--- src/rtl/subneg_prog_loader.sv ---
// Program loader for the SUBNEG core: synchronises a slow asynchronous word/strobe/mode
// interface, checks length and checksum framing, and writes the image into core memory.
module subneg_prog_loader #(
    parameter int WORD_W = 5,
    parameter int DEPTH  = 22,
    parameter int ADDR_W = 5
) (
    input  logic              clk,
    input  logic              reset,
    input  logic              in_mode,
    input  logic              in_strobe,
    input  logic [WORD_W-1:0] in_data,
    output logic              mem_we,
    output logic [ADDR_W-1:0] mem_addr,
    output logic [WORD_W-1:0] mem_wdata,
    output logic              run,
    output logic              busy,
    output logic [1:0]        error
);
    typedef enum logic [2:0] {IDLE, HDR, DATA, CSUM, DONE, ERR} state_t;

    state_t            state, state_nx;
    logic              m1, m2, m3, s1, s2, s3;
    logic [WORD_W-1:0] d1, d2;
    logic [WORD_W-1:0] len, len_nx, sum, sum_nx, mem_wdata_nx;
    logic [ADDR_W-1:0] addr, addr_nx, mem_addr_nx;
    logic              mem_we_nx;
    logic [1:0]        error_nx;
    logic              rise, mode_rise;

    assign rise      = s2 & ~s3;
    assign mode_rise = m2 & ~m3;
    assign run       = (state == DONE);
    assign busy      = (state == HDR) || (state == DATA) || (state == CSUM);

    always_ff @(posedge clk or posedge reset) begin
        if (reset) begin
            {m1, m2, m3, s1, s2, s3} <= '0;
            d1        <= '0;
            d2        <= '0;
            state     <= IDLE;
            len       <= '0;
            sum       <= '0;
            addr      <= '0;
            error     <= '0;
            mem_we    <= 1'b0;
            mem_addr  <= '0;
            mem_wdata <= '0;
        end else begin
            {m1, m2, m3} <= {in_mode, m1, m2};
            {s1, s2, s3} <= {in_strobe, s1, s2};
            d1        <= in_data;
            d2        <= d1;
            state     <= state_nx;
            len       <= len_nx;
            sum       <= sum_nx;
            addr      <= addr_nx;
            error     <= error_nx;
            mem_we    <= mem_we_nx;
            mem_addr  <= mem_addr_nx;
            mem_wdata <= mem_wdata_nx;
        end
    end

    always_comb begin
        state_nx     = state;
        len_nx       = len;
        sum_nx       = sum;
        addr_nx      = addr;
        error_nx     = error;
        mem_we_nx    = 1'b0;
        mem_addr_nx  = mem_addr;
        mem_wdata_nx = mem_wdata;
        case (state)
            IDLE, DONE, ERR: begin
                // Strobes are ignored here; only a fresh mode rise starts a load.
                if (mode_rise) begin
                    state_nx = HDR;
                    error_nx = 2'd0;
                    sum_nx   = '0;
                    addr_nx  = '0;
                end
            end
            HDR, DATA, CSUM: begin
                // Losing mode beats a same-cycle strobe: that word is dropped.
                if (!m2) begin
                    state_nx = ERR;
                    error_nx = 2'd3;
                end else if (rise) begin
                    if (state == HDR) begin
                        len_nx = d2;
                        if (d2 == '0 || 32'(d2) > DEPTH) begin
                            state_nx = ERR;
                            error_nx = 2'd1;
                        end else begin
                            state_nx = DATA;
                        end
                    end else if (state == DATA) begin
                        mem_we_nx    = 1'b1;
                        mem_addr_nx  = addr;
                        mem_wdata_nx = d2;
                        sum_nx       = sum + d2;
                        addr_nx      = addr + ADDR_W'(1);
                        if (32'(addr) == 32'(len) - 32'd1)
                            state_nx = CSUM;
                    end else begin
                        if (d2 == sum) begin
                            state_nx = DONE;
                        end else begin
                            state_nx = ERR;
                            error_nx = 2'd2;
                        end
                    end
                end
            end
            default: state_nx = IDLE;
        endcase
    end
endmodule
--- config.mk ---
export PLATFORM = sky130hd
export DESIGN_NAME = subneg_prog_loader
export DESIGN_NICKNAME = d
export VERILOG_FILES = /design/src/rtl/subneg_prog_loader.sv
export SDC_FILE = /design/constraint.sdc
export NUM_CORES = 1
export LEC_CHECK = 0
export CAP_MARGIN = 20
export CORE_MARGIN = 1.5
export CORE_UTILIZATION = 59
export DETAILED_ROUTE_END_ITERATION = 16
export PLACE_DENSITY_LB_ADDON = 0.1
export SLEW_MARGIN = 5
export SYNTH_ARGS = -nofsm -noshare
export SYNTH_HDL_FRONTEND = slang
export SYNTH_SLANG_ARGS = --single-unit
--- constraint.sdc ---
create_clock -name clk -period 6 [get_ports clk]
set_input_delay 1.8 -clock clk [delete_from_list [all_inputs] [get_ports clk]]
set_output_delay 1.8 -clock clk [all_outputs]
set_load 0.01 [all_outputs]
Yosys cells after proc, flatten, opt, wreduce, memory -nomap -nowiden
Cells that the tools add are included.
{"block": "op_classes", "add_sub_neg": 3, "magnitude_cmp": 1, "n_eq_ne": 17, "mux": 33, "bitwise": 5, "reduce_logical": 13}
{"op": "$mux W5", "count": 9}
{"op": "$eq A5 B32 Y1", "count": 1}
{"op": "$mux W3", "count": 7}
{"op": "$pmux W5 S2", "count": 2}
{"op": "$mux W2", "count": 7}
{"op": "$ne A4 B4 Y1 const B", "count": 3}
{"op": "$reduce_and A6 Y1", "count": 2}
{"op": "$ne A2 B2 Y1 const B", "count": 5}
{"op": "$eq A3 B2 Y1 const B", "count": 2}
{"op": "$eq A3 B3 Y1 const B", "count": 2}
{"op": "$mux W1", "count": 6}
{"op": "$pmux W3 S2", "count": 1}
{"op": "$reduce_or A3 Y1", "count": 2}
{"op": "$sub A5 B1 Y6 const B", "count": 1}
{"op": "$add A5 B1 Y5 const B", "count": 1}
{"op": "$add A5 B5 Y5", "count": 1}
{"op": "$eq A5 B5 Y1", "count": 1}
{"op": "$gt A5 B5 Y1 const B", "count": 1}
{"op": "$logic_not A5 Y1", "count": 1}
{"op": "$ne A5 B5 Y1 const B", "count": 1}
{"op": "$reduce_and A5 Y1", "count": 1}
{"op": "$pmux W2 S2", "count": 1}
{"op": "$reduce_and A4 Y1", "count": 1}
{"op": "$eq A3 B1 Y1 const B", "count": 1}
{"op": "7 further kinds", "count": 12}
{"block": "word_totals", "regBits": 47, "input_bits": 9, "out_inout_bits": 15, "word_cells": 88}

Depth between registers and ports, before layout
Gate-level depths: netlist (run 1).
{"block": "logic_depth", "ltp_word": 8, "mapped_depth": 7, "depth_no_buf": 7}

Least setup slack after synthesis (run 1)
No wires, ideal clock.
{"block": "synth_timing", "path_kind": "register to output", "from": "register state[0]", "to": "output port busy", "arrival_ns": 1.006, "t_required_ns": 4.200, "setup_slack_ns": 3.194, "stages_incl_launch_ff": 4, "path_buffers": 1, "path_cell_list": "dfrtp_1 -> clkbuf_1 -> o21ai_0 -> inv_1"}
{"block": "synth_between", "elab_chain_cells": 3}
{"item": "start, declared", "line": "22", "rtl": "state_t state, state_nx;"}
{"item": "start signal, assigned", "line": "54", "rtl": "state <= state_nx;"}
{"item": "$eq A3 B1 Y1 / $eq A3 B2 Y1 (equally long branches)", "line": "34", "rtl": "assign busy = (state == HDR) || (state == DATA) || (state == CSUM);"}
{"item": "$logic_or A1 B1 Y1", "line": "34"}
{"item": "$logic_or A1 B1 Y1 *", "line": "34"}
{"item": "end, declared", "line": "17", "rtl": "output logic busy,"}
Mark *: on every way between the ends. The rest lies on a longest branch, timed or not.

Worst setup path after layout (run 1)
{"block": "layout_timing", "from": "register state[1]", "to": "output port busy"}
The elaborated chain is that of the path after synthesis.

==> flow_metrics.tcl, run 1 <==
set metrics [dict create \
    grt_overflow_total 0 \
    netlist.area_leader.share_pct 52.81 \
    start_kind "flop" \
    path_max_fanout 20 \
    grt_pass1_vias 1529 \
    dp_cells 259 \
    clock-skew-final_ns 0.007911 \
    cts_tree "done" \
    die_h_um 64.44 \
    endpoint "busy" \
    cp_data_arrival_time_ns 2.01 \
    clock-sinks 47 \
    firstDrtPassIters 4 \
    netSwitchingPower_uw 283.8 \
    r2r_slack_ns 3.51 \
    worstSetupStartpoint "state[1]" \
    tightestPinTransition_ns 0.9225 \
    ios 24 \
    wl_per_cell_um 15.19 \
    drv_cap 0 \
    drc_errors 0 \
    post-route-min-period_ns 3.806 \
    htree_levels 2 \
    drive_above_1_share_pct 13.70 \
    r2r_start "d2[1]" \
    clk_latency_ns 0.30 \
    die_w_um 64.44 \
    cellLeakagePower_nw 1.147 \
    synth_edf_count 0 \
    antenna_found_initial 0 \
    endpoint_kind "primary output" \
    yosysMostFrequentCell "dfrtp_1" \
    fin_nets 234 \
    postCtsSetupBuffers 0 \
    clkPwrFrac_pct 22.0 \
    crit_required_ns 4.20 \
    die_area_sq_mm 0.004153 \
    cts_buffer_depth 2 \
    row_count 22 \
    yosysWarnings 0 \
    numCtsBuffers 5 \
    rsz0062_at_grt "no" \
    start_util_pct 61.29 \
    fin_area_sq_mm 0.002540 \
    syn-num-nets 212 \
    gp_congestion 0.7913 \
    cts_hold_buf 0 \
    synth_ff_type "dfrtp_1" \
    grt_start_max_net_pins 48 \
    ys_top_cells_by_area "dfrtp_1 (53%), mux2_2 (6.6%), ha_1 (3.4%)" \
    synth.avg_cell_area_sq_um 11.36 \
    cts_root_buf "clkbuf_8" \
    maxSlewHeadroom_pct 38.41 \
    n_antenna_cell 0 \
    critPathKind "reg -> out" \
    setup_tns_ns 0 \
    synth-seq-cells 47 \
    synthArstFlopShare_pct 100.0 \
    irDropWorstVdd_mv 0.2291 \
    layout.cells.non_filler 267 \
    post_dp_cell_area_sq_mm 0.002452 \
    p_int_uw 573.1 \
    power_density_mw_per_mm2 337.4 \
    clk_pin_slew_ns 0.08 \
    synth_largest_area_cell "dfrtp_1" \
    hpwl_mm 2.874 \
    syn-cell-area_sq_mm 0.002227 \
    period_share_pct 63.44 \
    grt_util_all_layers_pct 22.70 \
    hold_viol 0 \
    cts_resized 0 \
    netlist_instances 196 \
    synthToLayoutAreaGrowth_pct 14.05 \
    wl_mm 4.057 \
    max_freq_ghz 0.2627 \
    via_per_inst 5.787 \
    worstHoldPathType "reg -> reg" \
    first_iter_violations 63 \
    io_buffers 23 \
    holdPathStages 0 \
    drt.antenna.violating_nets 0 \
    setup_violations 0 \
    drv_slew 0 \
    report.power.total_uw 856.9 \
    r2r-end "error[1]" \
    swShare_pct 33.12 \
    synthTopCellsByCount "dfrtp_1 (47), nand2_1 (17), o21ai_0 (14)" \
    ff2ff_path_depth 6 \
    vias 1545 \
    seq_power_share_pct 48.2 \
    grt_pass1_wl_mm 7.134 \
    core-area_sq_mm 0.003633 \
    status "complete, no violations" \
    pwr-share-comb_pct 29.8 \
    synth.distinct_cells 42 \
    seq_area_frac_synth_pct 52.81 \
]
==> through the flow <==
stage	hold slack [ns]	utilization, %	setup slack, ns
after detailed placement	0.3356	67.49	2.541
final	0.3522	69.90	2.194
after global routing	0.3682	69.90	1.997
after floorplan	0.3312	-	3.084
after global placement	0.3321	67.49	2.623
after CTS	0.3555	69.90	2.198
==> critical path, cell delays in order, from the launching register on <==
cell and delay [ns]:
dfrtp_1 0.68, o21ai_0 0.25, inv_1 0.21, clkdlybuf4s50_1 0.57
==> power by group through the flow <==
stage,Sequential [mW],Clock (mW),Combinational (mW)
finish,0.413,0.188,0.256
floorplan,0.397,0,0.210
global placement,0.414,0,0.245
CTS,0.412,0.193,0.258
detailed placement,0.419,0,0.256
global route,0.421,0.205,0.287
==> worst min-delay path by stage <==
stage | to | from
after floorplan | d2[0] | d1[0]
final | m2 | m1
after CTS | m2 | m1
after detailed placement | d2[4] | d1[4]
after global routing | d2[0] | d1[0]
after global placement | s2 | s1
==> placed cells by master, fill, tap and decap left out, types with 3 or more instances in the layout <==
master / instances
xor2_1: 5
nor3_1: 4
nand3_1: 6
clkbuf_8: 5
nand2_1: 17
clkdlybuf4s50_1: 23
nand2b_1: 4
o21ai_0: 14
dfrtp_1: 47
nor2_1: 7
inv_1: 10
and3_1: 3
xnor2_1: 6
ha_1: 6
a31oi_1: 3
or3_1: 4
a21o_1: 3
a21oi_1: 9
mux2_2: 13
==> flip-flops by register name, summed over array words and instances (netlist names), 2 cells and up <==
signal     flops
addr           5
d1             5
d2             5
len            5
mem_addr       5
mem_wdata      5
sum            5
state          3
error          2
==> layer usage <==
layer  up-vias  track usage, %  part of all wire, %
met5         -               0                    0
met4         0           8.777                  2.3
met3        10           5.382                  4.5
met2        40           35.16                   47
met1       763           31.38                   46
li1        732               -                    -
==> kinds of logic after synthesis <==
| kind of cell | synth area share, % |
|---|---|
| xor+xnor | 4.326 |
| compound gates | 11.74 |
| buf+inv | 4.775 |
| simple gates | 13.60 |
| flops | 52.81 |
| mux | 8.483 |
| fa+ha+maj | 4.270 |
==> cell type report <==
cell class,instances,area [sq um]
flip-flops and latches,47,1176
fillers,277,1094
multi-input cells,130,944.7
repair buffers,23,230.2
clock buffers,5,68.82
well taps,48,60.06
inverters,11,41.29
clock inverters,3,18.77
No activity file was read; power rests on OpenSTA's default activity.
==> run 2: changes to the inputs <==
--- a/config.mk
+++ b/config.mk
@@ -7,7 +7,7 @@
 export LEC_CHECK = 0
 export CAP_MARGIN = 20
 export CORE_MARGIN = 1.5
-export CORE_UTILIZATION = 59
+export CORE_UTILIZATION = 55
 export DETAILED_ROUTE_END_ITERATION = 16
 export PLACE_DENSITY_LB_ADDON = 0.1
 export SLEW_MARGIN = 5
==> constraint.sdc (replaced) <==
create_clock -name clk -period 3.8 [get_ports clk]
set_input_delay 1.14 -clock clk [delete_from_list [all_inputs] [get_ports clk]]
set_output_delay 1.14 -clock clk [all_outputs]
set_load 0.01 [all_outputs]
==> flow_metrics.tcl, run 2 (synthesis results as in run 1) <==
set metrics [dict create \
    power_density_mw_per_mm2 535.7 \
    worstHoldPathType "reg -> reg" \
    holdPathStages 0 \
    setup_violations 0 \
    final_common_cell "dfrtp_1" \
    min_to "d2[1]" \
    grt_util_all_layers_pct 23.07 \
    pwr-share-comb_pct 30.3 \
    r2r_slack_ns 1.26 \
    ios 24 \
    die_area_sq_mm 0.004440 \
    max_freq_ghz 0.3164 \
    setup_tns_ns 0 \
    hpwl_mm 3.065 \
    numCtsBuffers 5 \
    status "complete, no violations" \
    cts_resized 0 \
    min_from "d1[1]" \
    path_max_fanout 20 \
    start_util_pct 59.06 \
    die_h_um 66.64 \
    via_per_inst 5.873 \
    core-area_sq_mm 0.003771 \
    postCtsSetupBuffers 0 \
    critPathMaxStageDelay_ns 0.57 \
    drv_cap 0 \
    drc_errors 0 \
    seq_power_share_pct 47.5 \
    drive_above_1_share_pct 13.64 \
    cts_root_buf "clkbuf_8" \
    grt_overflow_total 0 \
    ff2ff_path_depth 6 \
    vias 1574 \
    fin_nets 235 \
    irDropWorstVdd_mv 0.3738 \
    first_iter_violations 117 \
    critical_path.top_delay_family "buffers and inverters" \
    grt_start_max_net_pins 48 \
    cts_hold_buf 0 \
    n_antenna_cell 0 \
    synthToLayoutAreaGrowth_pct 15.00 \
    wl_per_cell_um 16.31 \
    r2r_start "d2[1]" \
    r2r-end "error[0]" \
    post_dp_cell_area_sq_mm 0.002452 \
    grt_pass1_vias 1587 \
    post-route-min-period_ns 3.161 \
    endpoint_kind "primary output" \
    p_int_uw 912.4 \
    wl_mm 4.370 \
    antenna_found_initial 0 \
    drt.antenna.violating_nets 0 \
    fin_area_sq_mm 0.002561 \
    worst-path-buf-inv 2 \
    rsz0062_at_grt "no" \
    cts_tree "done" \
    start_kind "flop" \
    netSwitchingPower_uw 459.8 \
    maxSlewHeadroom_pct 43.29 \
    final_cell_mix "dfrtp_1 (47), clkdlybuf4s50_1 (23), nand2_1 (17)" \
    crit_chain "o21ai_0, inv_1, clkdlybuf4s50_1" \
    critPathKind "reg -> out" \
    hold_viol 0 \
    clkPwrFrac_pct 22.1 \
    die_w_um 66.64 \
    crit_slowest_cell "dfrtp_1" \
    row_count 22 \
    firstDrtPassIters 4 \
    swShare_pct 33.51 \
    cts_buffer_depth 2 \
    drv_slew 0 \
    crit_required_ns 2.66 \
    io_buffers 23 \
    clk_pin_slew_ns 0.09 \
    cp_data_arrival_time_ns 2.02 \
    clock-sinks 47 \
    period_share_pct 83.18 \
    grt_pass1_wl_mm 7.458 \
    finalCoreUtilization_pct 67.92 \
    tightestPinTransition_ns 0.8429 \
    cellLeakagePower_nw 1.150 \
    htree_levels 2 \
    clk_latency_ns 0.30 \
    clock-skew-final_ns 0.006172 \
    gp_congestion 0.8302 \
]
## run 2: per-layer routing
metal	GRT usage (%)	wire length [um]	up-vias
li1	-	-	734
met1	28.59	1821	784
met2	39.13	2301	50
met3	7.095	210	6
met4	6.122	38	0
met5	0	0	-
## run 2: area by class of cell
cell class | count | area [sq um]
clock inverters | 2 | 16.27
well taps | 48 | 60.06
multi-input cells | 130 | 944.7
repair buffers | 24 | 250.2
flip-flops and latches | 47 | 1176
clock buffers | 6 | 72.57
inverters | 11 | 41.29
fillers | 286 | 1210
## run 2: how the worst max path moves through the flow
stage               cells past startpoint      end      from  slack (ns)
finish                                  3     busy  state[1]        0.64
global route                            3     busy  state[1]        0.49
CTS                                     3     busy  state[1]        0.64
detailed placement                      3     busy  state[1]        1.00
global placement                        3     busy  state[1]        1.07
floorplan                               1  addr[0]     reset        1.54
## run 2: worst reg2reg max path: cells and delay by family, from the launching register on
family | cells | cell delay (ns)
AND/OR/NAND/NOR | 3 | 1.12
adder cells (fa/ha/maj) | 1 | 0.38
multiplexers | 1 | 0.34
AO/OA/AOI/OAI | 1 | 0.09
flip-flops | 1 | 0.50
## run 2: power by group through the flow
stage          registers, mW  logic, mW  clock network [mW]
2_1_floorplan          0.627      0.331                   0
3_3_place_gp           0.653      0.388                   0
3_5_place_dp           0.661      0.413                   0
4_1_cts                0.651      0.418               0.308
5_1_grt                0.663      0.465               0.328
6_report               0.652      0.416               0.303
## run 2: metrics by stage
stage,hold slack (ns),worst slack (ns),std cells,power (mW)
global placement,0.3323,1.073,259,1.041
finish,0.3539,0.6393,268,1.372
CTS,0.3557,0.6448,267,1.377
global route,0.3666,0.4905,268,1.456
floorplan,0.3312,1.544,196,0.9586
detailed placement,0.3356,1.005,259,1.075
==> run 3: changes to the inputs <==
--- a/config.mk
+++ b/config.mk
@@ -7,7 +7,7 @@
 export LEC_CHECK = 0
 export CAP_MARGIN = 20
 export CORE_MARGIN = 1.5
-export CORE_UTILIZATION = 55
+export CORE_UTILIZATION = 50
 export DETAILED_ROUTE_END_ITERATION = 16
 export PLACE_DENSITY_LB_ADDON = 0.1
 export SLEW_MARGIN = 5
==> constraint.sdc (replaced) <==
create_clock -name clk -period 2.7 [get_ports clk]
set_input_delay 0.81 -clock clk [delete_from_list [all_inputs] [get_ports clk]]
set_output_delay 0.81 -clock clk [all_outputs]
set_load 0.01 [all_outputs]
==> flow_metrics.tcl, run 3 (synthesis results as in run 1) <==
set metrics [dict create \
    grt_pass1_vias 1554 \
    grt_pass1_wl_mm 7.396 \
    pre_cts_slack_ns 0.3383 \
    ff2ff_path_depth 6 \
    p_int_mw 1.399 \
    cts_root_buf "clkbuf_8" \
    start_kind "flop" \
    row_count 24 \
    period_share_pct 91.84 \
    antenna_found_initial 0 \
    postCtsSetupBuffers 0 \
    firstDrtPassIters 4 \
    irDropWorstVdd_mv 0.4316 \
    wl_mm 4.213 \
    htree_levels 2 \
    swShare_pct 32.05 \
    vias 1573 \
    cts_hold_buf 0 \
    post-route-min-period_ns 2.480 \
    n_antenna_cell 0 \
    setup_violations 0 \
    cts_tree "done" \
    grt_overflow_total 0 \
    rsz0062_at_grt "no" \
    layout.cells.non_filler 278 \
    worstSetupStartpoint "state[2]" \
    clock-sinks 47 \
    cp_data_arrival_time_ns 1.67 \
    hpwl_mm 3.133 \
    multi_input_area_sq_um 944.7 \
    worst_slack_ns 0.2203 \
    drc_errors 0 \
    clk_latency_ns 0.31 \
    maxSlewHeadroom_pct 62.72 \
    clk_pin_slew_ns 0.08 \
    core-area_sq_mm 0.004324 \
    numCtsBuffers 5 \
    tightestPinTransition_ns 0.5540 \
    power_density_mw_per_mm2 780.2 \
    num-fill-cells 360 \
    start_util_pct 51.50 \
    via_per_inst 5.658 \
    synthToLayoutAreaGrowth_pct 18.48 \
    ff_latch_area_sq_mm 0.001176 \
    clock-skew-final_ns 0.009404 \
    first_iter_violations 118 \
    r2r_start "d2[1]" \
    die_area_sq_mm 0.004864 \
    r2r-end "error[1]" \
    max_freq_ghz 0.4033 \
    clkPwrFrac_pct 25.5 \
    cts_buffer_depth 2 \
    setup_tns_ns 0 \
    gp_congestion 0.9236 \
    fin_nets 241 \
    hold_viol 0 \
    endpoint_kind "primary output" \
    crit_required_ns 1.89 \
    drv_cap 0 \
    grt_util_all_layers_pct 19.34 \
    grt_start_max_net_pins 26 \
    cts_resized 0 \
    path_max_fanout 5 \
    status "complete, no violations" \
    drive_above_1_share_pct 16.37 \
    die_h_um 69.74 \
    netSwitchingPower_uw 659.9 \
    ios 24 \
    final_common_cell "dfrtp_1" \
    r2r_slack_ns 0.28 \
    cellLeakagePower_nw 1.195 \
    drv_slew 0 \
    wl_per_cell_um 15.15 \
    drt.antenna.violating_nets 0 \
    critPathKind "reg -> out" \
    final_cell_mix "dfrtp_1 (47), clkdlybuf4s50_1 (23), nand2_1 (17)" \
    pwr-share-comb_pct 31.9 \
    endpoint "busy" \
    seq_power_share_pct 42.7 \
    io_buffers 23 \
    worstHoldPathType "reg -> reg" \
    dp_cells 270 \
    die_w_um 69.74 \
]
[run 3: layout make-up]
cell class,count,share of cell area [%]
inverter,11,1.565
clock buffer,5,2.608
sequential,47,44.57
tap,52,2.466
multi-input combinational,130,35.80
timing repair buffer,30,11.19
clock inverter,3,1.802
[run 3: per-stage QoR]
stage                     instance area [sq um]  hold WS (ns)  utilization, %  power, mW
after floorplan                            2227        0.3312               -      1.349
after global placement                     2522        0.3317           58.33      1.511
after detailed placement                   2522        0.3347           58.33      1.543
after CTS                                  2639        0.3550           61.02      2.073
after global routing                       2639        0.3682           61.02      2.178
final                                      2639        0.3522           61.02      2.059
[run 3: worst min-delay path by stage]
stage	start	to	slack, ns	cells past startpoint
floorplan	d1[0]	d2[0]	0.33	0
global placement	d1[4]	d2[4]	0.33	0
detailed placement	d1[3]	d2[3]	0.33	0
CTS	d1[4]	d2[4]	0.36	0
global route	d1[4]	d2[4]	0.37	0
finish	d1[4]	d2[4]	0.35	0
[run 3: power by group through the flow]
stage,clock network [mW],logic (mW),registers (mW)
2_1_floorplan,0,0.466,0.883
3_3_place_gp,0,0.627,0.885
3_5_place_dp,0,0.651,0.891
4_1_cts,0.538,0.658,0.877
5_1_grt,0.568,0.720,0.890
6_report,0.525,0.656,0.878
[run 3: critical path, stage by stage, from the launching register on]
cell	delay [ns]
dfrtp_1	0.38
inv_1	0.09
o21ai_1	0.13
inv_1	0.20
clkdlybuf4s50_1	0.58
[run 3: per-layer routing]
layer | global-route usage, % | part of all wire (%)
met2 | 30.88 | 49
met5 | 0 | 0
met3 | 4.360 | 3.2
met1 | 25.58 | 45
met4 | 8.120 | 2.7
